--- src/rtl/seq_pkg.sv ---
// Shared FSM encoding, operand slot indices and a sizing helper for operand_sequencer.
package seq_pkg;

   typedef enum logic [2:0] {
      S_IDLE,
      S_SETUP,
      S_PRESS,
      S_RELEASE,
      S_WAIT_RES,
      S_DONE,
      S_ERR
   } state_t;

   localparam logic [1:0] IDX_A = 2'd0;
   localparam logic [1:0] IDX_B = 2'd1;
   localparam logic [1:0] IDX_C = 2'd2;
   localparam logic [1:0] IDX_X = 2'd3;

   function automatic int max4(input int a, input int b, input int c, input int d);
      int m;
      m = a;
      if (b > m) m = b;
      if (c > m) m = c;
      if (d > m) m = d;
      return m;
   endfunction

endpackage

--- src/rtl/phase_timer.sv ---
// Loadable down-counter that parks at zero; a load takes priority over counting.
// The zero flag reflects the current count, so a phase of N cycles is loaded with N-1.
module phase_timer #(
   parameter int W = 6
) (
   input  logic         clk,
   input  logic         rst,
   input  logic         load,
   input  logic [W-1:0] load_val,
   output logic         zero
);

   logic [W-1:0] cnt_q;
   logic [W-1:0] cnt_d;

   always_comb begin
      cnt_d = cnt_q;
      if (load)
         cnt_d = load_val;
      else if (cnt_q != '0)
         cnt_d = cnt_q - W'(1);
   end

   always_ff @(posedge clk or posedge rst) begin
      if (rst)
         cnt_q <= '0;
      else
         cnt_q <= cnt_d;
   end

   assign zero = (cnt_q == '0);

endmodule

--- src/rtl/operand_sequencer.sv ---
// Serially loads a snapshotted {A,B,C,X} set into the polynomial evaluator with Go strobes,
// then waits for a ResultValid rising edge to capture the result, or times out.
module operand_sequencer
   import seq_pkg::*;
#(
   parameter int DATA_W         = 8,
   parameter int SETUP_CYCLES   = 1,
   parameter int PRESS_CYCLES   = 2,
   parameter int RELEASE_CYCLES = 2,
   parameter int TIMEOUT_CYCLES = 64
) (
   input  logic              Clock,
   input  logic              Reset,
   input  logic              Start,
   input  logic [DATA_W-1:0] OpA,
   input  logic [DATA_W-1:0] OpB,
   input  logic [DATA_W-1:0] OpC,
   input  logic [DATA_W-1:0] OpX,
   input  logic              ResultValid,
   input  logic [DATA_W-1:0] DataResult,
   output logic [DATA_W-1:0] DataIn,
   output logic              Go,
   output logic              Busy,
   output logic [DATA_W-1:0] Result,
   output logic              Done,
   output logic              Timeout
);

   localparam int MAX_CYC = max4(SETUP_CYCLES, PRESS_CYCLES, RELEASE_CYCLES, TIMEOUT_CYCLES);
   localparam int TW      = (MAX_CYC < 2) ? 1 : $clog2(MAX_CYC);

   localparam logic [TW-1:0] LD_SETUP   = TW'(SETUP_CYCLES - 1);
   localparam logic [TW-1:0] LD_PRESS   = TW'(PRESS_CYCLES - 1);
   localparam logic [TW-1:0] LD_RELEASE = TW'(RELEASE_CYCLES - 1);
   localparam logic [TW-1:0] LD_TIMEOUT = TW'(TIMEOUT_CYCLES - 1);

   state_t            state_q, state_d;
   logic [1:0]        idx_q, idx_d;
   logic [DATA_W-1:0] ops_q [4];
   logic [DATA_W-1:0] ops_d [4];
   logic [DATA_W-1:0] data_in_q, data_in_d;
   logic [DATA_W-1:0] result_q, result_d;
   logic              go_q, go_d;
   logic              busy_q, busy_d;
   logic              done_q, done_d;
   logic              timeout_q, timeout_d;
   logic              rv_q, rv_d;

   logic              tmr_load;
   logic [TW-1:0]     tmr_val;
   logic              tmr_zero;
   logic [1:0]        idx_nxt;

   assign idx_nxt = idx_q + 2'd1;

   phase_timer #(.W(TW)) u_timer (
      .clk      (Clock),
      .rst      (Reset),
      .load     (tmr_load),
      .load_val (tmr_val),
      .zero     (tmr_zero)
   );

   always_comb begin
      state_d   = state_q;
      idx_d     = idx_q;
      ops_d     = ops_q;
      data_in_d = data_in_q;
      result_d  = result_q;
      go_d      = go_q;
      busy_d    = busy_q;
      done_d    = 1'b0;
      timeout_d = 1'b0;
      rv_d      = ResultValid;
      tmr_load  = 1'b0;
      tmr_val   = '0;

      unique case (state_q)
         S_IDLE: begin
            if (Start) begin
               ops_d[0]  = OpA;
               ops_d[1]  = OpB;
               ops_d[2]  = OpC;
               ops_d[3]  = OpX;
               idx_d     = IDX_A;
               data_in_d = OpA;
               busy_d    = 1'b1;
               tmr_load  = 1'b1;
               tmr_val   = LD_SETUP;
               state_d   = S_SETUP;
            end
         end
         S_SETUP: begin
            if (tmr_zero) begin
               go_d     = 1'b1;
               tmr_load = 1'b1;
               tmr_val  = LD_PRESS;
               state_d  = S_PRESS;
            end
         end
         S_PRESS: begin
            if (tmr_zero) begin
               go_d     = 1'b0;
               tmr_load = 1'b1;
               tmr_val  = LD_RELEASE;
               state_d  = S_RELEASE;
            end
         end
         S_RELEASE: begin
            // DataIn only moves here, one full setup window ahead of the next Go.
            if (tmr_zero) begin
               tmr_load = 1'b1;
               if (idx_q == IDX_X) begin
                  tmr_val = LD_TIMEOUT;
                  state_d = S_WAIT_RES;
               end else begin
                  idx_d     = idx_nxt;
                  data_in_d = ops_q[idx_nxt];
                  tmr_val   = LD_SETUP;
                  state_d   = S_SETUP;
               end
            end
         end
         S_WAIT_RES: begin
            // Edge-only acceptance: the evaluator idles with ResultValid high from the last run.
            if (ResultValid && !rv_q) begin
               result_d = DataResult;
               done_d   = 1'b1;
               state_d  = S_DONE;
            end else if (tmr_zero) begin
               timeout_d = 1'b1;
               state_d   = S_ERR;
            end
         end
         S_DONE, S_ERR: begin
            busy_d  = 1'b0;
            state_d = S_IDLE;
         end
         default: begin
            state_d = S_IDLE;
         end
      endcase
   end

   always_ff @(posedge Clock or posedge Reset) begin
      if (Reset) begin
         state_q   <= S_IDLE;
         idx_q     <= IDX_A;
         ops_q     <= '{default: '0};
         data_in_q <= '0;
         result_q  <= '0;
         go_q      <= 1'b0;
         busy_q    <= 1'b0;
         done_q    <= 1'b0;
         timeout_q <= 1'b0;
         rv_q      <= 1'b0;
      end else begin
         state_q   <= state_d;
         idx_q     <= idx_d;
         ops_q     <= ops_d;
         data_in_q <= data_in_d;
         result_q  <= result_d;
         go_q      <= go_d;
         busy_q    <= busy_d;
         done_q    <= done_d;
         timeout_q <= timeout_d;
         rv_q      <= rv_d;
      end
   end

   assign DataIn  = data_in_q;
   assign Go      = go_q;
   assign Busy    = busy_q;
   assign Result  = result_q;
   assign Done    = done_q;
   assign Timeout = timeout_q;

endmodule

--- config.mk ---
export PLATFORM = sky130hd
export DESIGN_NAME = operand_sequencer
export DESIGN_NICKNAME = d
export VERILOG_FILES = /design/src/rtl/seq_pkg.sv /design/src/rtl/phase_timer.sv /design/src/rtl/operand_sequencer.sv
export SDC_FILE = /design/constraint.sdc
export NUM_CORES = 1
export LEC_CHECK = 0
export CAP_MARGIN = 0
export CORE_UTILIZATION = 28
export CTS_CLUSTER_DIAMETER = 200
export CTS_CLUSTER_SIZE = 20
export DETAILED_ROUTE_END_ITERATION = 7
export PLACE_DENSITY = 0.62
export REMOVE_ABC_BUFFERS = 1
export SYNTH_ARGS = -nofsm -noshare
export SYNTH_HDL_FRONTEND = slang
export SYNTH_SLANG_ARGS = --single-unit
--- constraint.sdc ---
create_clock -name Clock -period 2.3 [get_ports Clock]
set_input_delay 0.575 -clock Clock [delete_from_list [all_inputs] [get_ports Clock]]
set_output_delay 0.575 -clock Clock [all_outputs]
set_load 0.03 [all_outputs]
==> metrics <==
status=finished clean; initial antenna violation count=0; Tcrit/Tclk final=0.934; Peak VDD IR=530 uV; Fin Setup TNS=0 ns; Die Height=105 um; Core Box Area=10300 sq um; cell taking the most area after synthesis=dfrtp_1; starting density of the core=0.288; Area contributors post-synth=dfrtp_1 (54%), nand2_1 (13%), mux2_2 (6.5%); critical path peak fanout=6; post-detailed-route wirelength per cell=12.9 um; row count=37; htree depth=3; total grt overflow=0; via count=2380; Placer Congestion=0.782; synthesized cell area=2960 sq um; Post-Syn Area per Cell=9.76 sq um; yosys warns=0; ant diodes=0; drt initial violations=111; Max clock buf depth=2; I/O pin total=64; hold crit path type=flop to flop; layout cell share with drive strength beyond 1=0.163; Final Slew Violations=0; IO buf count=63; Data required, critical path=2.57 ns; Post-CTS Setup Bufs=0; Clock Pin Slew Worst Setup and Hold Paths=0.07 ns; first-pass GRT wire length=11.6 mm; post-layout instance area=4060 sq um; Via density=4.61; final setup vio count=0; FF-to-FF path depth=7; Achievable Freq=0.465 GHz; Detail Route Antenna Nets=0; Post-Syn Instances=303; worst r2r src=u_timer.cnt_q[0]; CP Launch Type=flop; PwrDens=1200 nW/um^2; final WL=6.67 mm; Setup crit end kind=flop; vias in the first global route=2417; #FFs+latches synth=64; sequential fraction of the synthesis area=0.542; RSZ-0062 raised after global routing=no; Worst slew margin=0.680; CTS Sinks=64; worst-skew pair later-pin latency=0.34 ns; Setup crit start=u_timer.cnt_q[0]; Leak Pwr=1.85 nW; CTS root buf=clkbuf_8; Yosys cell types=38; R2R Path End=DataIn[1]; DRC errors left=0; Max-cap violations=0; Final Hold Fails=0; full die area=11000 sq um; Worst EP arrival=2.42 ns; worst setup path endpoint=DataIn[1]; die width=105 um; r2r setup slk=0.15 ns; clock skew=0.0113 ns; Placed Area=3840 sq um; Layout area overhead=37.2%; post-route minimum period=2.15 ns; GRT Total Usage=0.134; Slew @ Worst Pin=0.478 ns; top cell type's share of synthesized area=0.542; CTS tree=done; DP Wirelength=4.55 mm; largest net degree at the start of global routing=65; kind of critical path=flop to flop; Layout Nets=423; Pre-antenna DRT Iters=4; Filler Cell Count=1043; CTS Buf Count=9
## metal layers
| layer | GRT usage | vias up | wire (um) |
|---|---|---|---|
| li1 | - | 1170 | - |
| met1 | 0.170 | 1127 | 3040 |
| met2 | 0.217 | 74 | 3160 |
| met3 | 0.0399 | 9 | 376 |
| met4 | 0.0433 | 0 | 96 |
| met5 | 0 | - | 0 |
## synth_stat cells
master    count
xnor2_1       1
buf_6         2
buf_2         4
xor2_1        3
or4b_1        1
nor3_1       12
a211oi_1      1
o21ai_0       5
dfrtp_1      64
o41a_2        1
nor2b_1       1
or4b_2        1
clkbuf_1     10
o21bai_1      1
and3b_1       1
a22oi_1       1
nor2_1       15
and2_1        1
nor4b_1       2
o31ai_1       2
nand3_1       5
o21ai_1       1
clkinv_1      1
o41ai_1       1
o41ai_4       1
nor2_2        2
a21oi_1       5
inv_1         6
mux2i_1       8
nand3b_1      1
a221oi_1      8
nand2_1     105
a21oi_2       8
o211ai_1      1
a21boi_0      1
mux2_2       17
nand4_1       1
ha_1          2
## cell type report
type	instances	area (sq um)	share of cell area
Clock buffer	11	141	0.0348
Multi-Input combinational cell	216	1260	0.311
Sequential cell	64	1600	0.395
Inverter	7	26.3	0.00648
Clock inverter	3	67.6	0.0167
Tap cell	136	170	0.0419
Timing Repair Buffer	79	788	0.194
## layout by cell type (no fill, tap or decap), types with 2 or more instances in the layout
| cell | instances |
|---|---|
| a21oi_1 | 5 |
| a21oi_2 | 8 |
| a221oi_1 | 8 |
| buf_12 | 3 |
| buf_4 | 13 |
| bufinv_16 | 2 |
| clkbuf_8 | 10 |
| clkdlybuf4s50_1 | 63 |
| dfrtp_1 | 64 |
| ha_1 | 2 |
| inv_1 | 5 |
| mux2_2 | 17 |
| mux2i_1 | 8 |
| nand2_1 | 105 |
| nand3_1 | 5 |
| nor2_1 | 15 |
| nor2_2 | 2 |
| nor3_1 | 12 |
| o21ai_0 | 5 |
| o31ai_1 | 2 |
| xor2_1 | 3 |
## registers in the layout, summed over array words and instances (netlist names)
signal	cells
Busy	1
Timeout	1
rv_q	1
Go	1
u_timer.cnt_q	6
state_q	3
idx_q	2
DataIn	8
ops_q	32
Result	8
Done	1
## metrics by stage
stage                     cells  total power [mW]  hold WS, ns   util  worst slack [ns]
after detailed placement    502              3.85        0.460  0.374            -0.181
after global placement      502              3.80        0.456  0.374            -0.146
after CTS                   516              4.92        0.478  0.394            0.0800
final                       516              4.86        0.468  0.395             0.151
after floorplan             287              3.11        0.440      -             -1.01
after global routing        516              5.21        0.495  0.395            0.0233
## power breakdown
group	leakage (nW)	switching, mW	internal [mW]	total, mW
clock network	0.101	0.413	0.629	1.04
logic	0.946	1.09	0.917	2.01
registers	0.804	0.268	1.54	1.81
## worst max-delay path: stages (launching register included)
cell and delay, ns:
dfrtp_1 0.38, inv_1 0.10, ha_1 0.23, or4b_1 0.60
o41ai_4 0.40, buf_4 0.22, nor2_1 0.05, a21oi_2 0.10
## worst min path at each step
| stage | start | endpoint | slack [ns] | cells after the start |
|---|---|---|---|---|
| 2_1_floorplan | ops_q[0] | ops_q[0] | 0.44 | 2 |
| 3_3_place_gp | ops_q[22] | ops_q[22] | 0.46 | 2 |
| 3_5_place_dp | ops_q[7] | ops_q[7] | 0.46 | 2 |
| 4_1_cts | ops_q[21] | ops_q[21] | 0.48 | 2 |
| 5_1_grt | ops_q[8] | ops_q[8] | 0.50 | 2 |
| 6_report | ops_q[21] | ops_q[21] | 0.47 | 2 |
## cells by family after synthesis
logic type	Yosys count	synth area share
AO/OA/AOI/OAI	37	0.100
XOR/XNOR	4	0.0119
adder cells (fa/ha/maj)	2	0.00846
buffers and inverters	23	0.0360
flip-flops	64	0.542
multiplexers	25	0.0918
AND/OR/NAND/NOR	148	0.210
## what timing repair did
action / CTS / global route
hold buffers: 0 / 0
setup endpoints to repair: 0 / 11
gates resized for setup: 0 / 1
Power figures use the tool's default switching activity.
